### src/rtl/ccff_bitstream_loader.sv
// ccff_bitstream_loader: feeds bytes MSB-first into a ccff chain of CHAIN_LEN bits.
// Optional trailing CRC-8 check is compiled in with `define CCFF_CRC_EN.
module ccff_bitstream_loader #(
  parameter int CHAIN_LEN = 16,
  parameter int CNT_W = 16
) (
  input  logic       prog_clk,
  input  logic       prog_reset,
  input  logic       start,
  input  logic [7:0] cfg_data,
  input  logic       cfg_valid,
  output logic       cfg_ready,
  output logic       ccff_head,
  output logic       ccff_shift_en,
  output logic       busy,
  output logic       done,
  output logic       crc_err
);
`ifdef CCFF_CRC_EN
  typedef enum logic [2:0] {IDLE, LOAD, SHIFT, CHECK, DONE} state_t;
  localparam state_t END_ST = CHECK;
  logic [7:0] r_crc;
  logic       r_crc_err;
`else
  typedef enum logic [2:0] {IDLE, LOAD, SHIFT, DONE} state_t;
  localparam state_t END_ST = DONE;
`endif
  state_t           r_state;
  logic [7:0]       r_sh;
  logic [2:0]       r_bit;
  logic [CNT_W-1:0] r_cnt;
  logic             w_last;
  assign w_last        = r_cnt == CNT_W'(CHAIN_LEN - 1);
  assign ccff_shift_en = r_state == SHIFT;
  assign ccff_head     = ccff_shift_en & r_sh[7];
  assign busy          = r_state != IDLE && r_state != DONE;
  assign done          = r_state == DONE;
`ifdef CCFF_CRC_EN
  assign cfg_ready = r_state == LOAD || r_state == CHECK;
  assign crc_err   = r_crc_err;
`else
  assign cfg_ready = r_state == LOAD;
  assign crc_err   = 1'b0;
`endif
  always_ff @(posedge prog_clk) begin
    if (prog_reset) begin
      r_state <= IDLE;
      r_sh    <= '0;
      r_bit   <= '0;
      r_cnt   <= '0;
`ifdef CCFF_CRC_EN
      r_crc     <= '0;
      r_crc_err <= 1'b0;
`endif
    end else begin
      case (r_state)
        IDLE, DONE: if (start) begin
          r_state <= LOAD;
          r_cnt   <= '0;
`ifdef CCFF_CRC_EN
          r_crc     <= '0;
          r_crc_err <= 1'b0;
`endif
        end
        LOAD: if (cfg_valid) begin
          r_sh    <= cfg_data;
          r_bit   <= '0;
          r_state <= SHIFT;
        end
        SHIFT: begin
          r_sh  <= {r_sh[6:0], 1'b0};
          r_bit <= r_bit + 3'd1;
          r_cnt <= r_cnt + CNT_W'(1);
`ifdef CCFF_CRC_EN
          r_crc <= {r_crc[6:0], 1'b0} ^ ((r_crc[7] ^ r_sh[7]) ? 8'h07 : 8'h00);
`endif
          // a partial final byte ends early; its remaining low bits are dropped
          if (w_last) r_state <= END_ST;
          else if (r_bit == 3'd7) r_state <= LOAD;
        end
`ifdef CCFF_CRC_EN
        CHECK: if (cfg_valid) begin
          r_crc_err <= cfg_data != r_crc;
          r_state   <= DONE;
        end
`endif
        default: r_state <= IDLE;
      endcase
    end
  end
endmodule

### config.mk
export PLATFORM = sky130hd
export DESIGN_NAME = ccff_bitstream_loader
export DESIGN_NICKNAME = d
export VERILOG_FILES = /design/src/rtl/ccff_bitstream_loader.sv
export SDC_FILE = /design/constraint.sdc
export NUM_CORES = 1
export LEC_CHECK = 0
export CAP_MARGIN = 20
export CORE_ASPECT_RATIO = 0.9
export CORE_MARGIN = 2
export CORE_UTILIZATION = 50
export CTS_BUF_LIST = sky130_fd_sc_hd__clkbuf_2
export DETAILED_ROUTE_END_ITERATION = 12
export PLACE_DENSITY = 0.78
export RECOVER_POWER = 100
export SKIP_CTS_REPAIR_TIMING = 1
export SYNTH_ARGS = -nofsm -noshare
export SYNTH_HDL_FRONTEND = slang
export SYNTH_SLANG_ARGS = --single-unit
### constraint.sdc
create_clock -name prog_clk -period 3.15 [get_ports prog_clk]
set_clock_uncertainty 0.15 [all_clocks]
set_input_delay 0.63 -clock prog_clk [delete_from_list [all_inputs] [get_ports prog_clk]]
set_output_delay 0.63 -clock prog_clk [all_outputs]
set_load 0.02 [all_outputs]
==> impl_metrics.yaml <==
setup_path:
  timing.critical_path.to_type: "primary output"
  worst-setup-path-type: "flip-flop to primary output"
  cp_data_arrival_time_ps: 2030
  cp-start-kind: "flip-flop"
  critPathRequiredTime_ps: 2370
  critPathMaxFanout: 12
floorplan:
  start_util_pct: 52.9
  fp.dieArea_um2: 3360
  boundaryPins: 18
  die_w_um: 60.8
  chipHeight_um: 55.2
  floorplan.rows: 18
  core_area_um2: 2750
power_and_ir_drop:
  finalPower_w: 0.00114
  ir_worst_vdd_mv: 0.408
  power.density_nw_per_um2: 679
  leakagePower_nw: 0.603
routing:
  num_vias: 1285
  routed_wirelength_mm: 3.13
  route.detailed.vias_per_inst: 5.66
  remaining_drcs: 0
  drtAntennaViolNets: 0
  drt_iter0_drcs: 76
  drt_pre_antenna_iters: 4
  routed_wire_length_per_instance_um: 13.8
logic_synthesis:
  synthesis.area_per_instance_um2: 8.65
  ys_async_sr_fraction_pct: 0
  number_of_flops_mapped_to_enable_cells_by_yosys: 0
  dominantRegCellSynth: "dfxtp_1"
  synthesis.instances: 168
  yosysWarnings: 0
  synth_nets: 186
  synth.ff_latch_count: 29
  ys_seq_area_share_pct: 39.9
  synth.distinct_cells: 40
  synthesis.area_um2: 1450
global_routing:
  grt_overflow: 0
  wire_length_of_the_first_global_routing_pass_mm: 4.93
  grt_pass1_vias: 1161
  grt_antenna_before_repair: 0
  grtUsageTotal_pct: 20.7
  grt_start_max_net_pins: 19
layout:
  fraction_of_final_layout_cells_with_drive_strength_greater_than_1_pct: 5.88
  antenna_cells: 0
  most-common-layout-cells: "29 x dfxtp_1, 20 x nor2_1, 11 x clkdlybuf4s50_1"
  net_count_final: 204
  filler_cell_count: 248
  layout.cells.most_common: "dfxtp_1"
  flow.area_growth_from_synthesis_pct: 15.8
  final-instance-count-excl-fill: 227
job:
  max_cap_viols: 0
clock_tree:
  clock_sink_count: 29
  clk_pin_slew_ps: 160
  cts_made_buffers: 5
  root_buffer: "clkbuf_2"
  worstSkewPairLatency_ps: 360
  cts_tree: "done"
  max-clock-path-buffers: 2
  h-tree-depth: 2
sta:
  grt_setup_unrepaired: "no"
  setup_viol_count_final: 0
  max_slew.worst_pin.slew_ps: 672
  final.period_utilization_pct: 89.3
  final-hold-violation-count: 0
  clock.fmax_mhz: 355
  maxSlewHeadroom_pct: 55.2
  final.min_clock_period_ps: 2810
  fin_setup_tns_ps: 0
  slew_viol_final: 0
placed_design:
  place.port_buffers: 16
  dp.cells: 219
  hpwlAfterDp_mm: 2.31
  gpl.final_weighted_congestion: 0.852
run_status:
  status: "finished, final reports clean"
worst_hold_path:
  min-delay-path-class: "flip-flop to flip-flop"
sequential cells by signal (all words and copies together) (netlist names):
name	count
r_cnt	16
r_state	2
r_sh	8
r_bit	3
final timing paths:
check	from	end	slack [ps]	depth (start not counted)
hold / removal	r_sh[0]	r_sh[0]	340	2
hold reg to reg	r_sh[0]	r_sh[0]	340	2
setup / recovery	r_state[0]	ccff_head	340	4
setup reg to reg	r_state[0]	r_sh[1]	720	6
per-layer routing:
layer | track usage (%) | share of wire (%)
met1 | 22.8 | 43
met2 | 36.9 | 51
met5 | 0 | 0
met3 | 5.58 | 4.1
met4 | 10.1 | 1.8
logic make-up after synthesis:
logic type      count (synthesis)  synth area share [%]
xor+xnor                        6                  3.61
flops                          29                  39.9
simple gates                   64                  23.0
compound gates                 36                  16.5
other cells                     1                 0.258
fa+ha+maj                       6                  5.16
mux                            10                  7.06
buf+inv                        16                  4.48
critical path, stage by stage (launching register included):
cell and delay, ps:
dfxtp_1 350, inv_1 80, ha_1 400, and2_1 180, dlygate4sd3_1 670
cells in the mapped netlist, types with 2 or more instances:
cell type,instances,share of area [%]
nor3_1,2,0.69
nand2b_1,3,1.3
nand3b_1,2,1.0
o31ai_1,5,2.6
nand2_1,9,2.3
a32oi_1,3,1.8
o21ai_0,6,2.1
xnor2_1,2,1.2
dfxtp_1,29,40
ha_1,6,5.2
a211oi_1,7,3.6
a21oi_1,9,3.1
nand3_1,4,1.4
buf_1,2,0.52
xor2_1,4,2.4
or4_1,4,2.1
and3_1,2,0.86
nor2_1,20,5.2
nor4_1,5,2.2
inv_1,7,1.8
or3_1,3,1.3
mux2i_1,8,5.5
nand4_1,4,1.7
clkbuf_1,5,1.3
mux2_2,2,1.5
metrics by stage:
step	hold WS (ps)	cell area (µm²)	setup WS (ps)	util, %
3_3_place_gp	301	1660	556	60.2
4_1_cts	337	1700	353	61.7
6_report	335	1680	335	61.3
5_1_grt	368	1680	202	61.3
2_1_floorplan	286	1450	695	-
3_5_place_dp	312	1660	464	60.2
power by group:
group / total [W] / switching [W] / internal [W]
registers: 0.000461 / 0.0000344 / 0.000426
clock network: 0.000185 / 0.000130 / 0.0000557
logic: 0.000498 / 0.000302 / 0.000197
total: 0.00114 / 0.000465 / 0.000679
area by class of cell:
class,count,area [µm²],area share (%)
Tap cell,40,50.0,2.97
Clock buffer,6,30.0,1.78
Inverter,7,26.3,1.56
Multi-Input combinational cell,123,808,48.0
Clock inverter,2,10.0,0.594
Sequential cell,29,581,34.5
Timing Repair Buffer,20,179,10.6
Power figures use the tool's default switching activity.
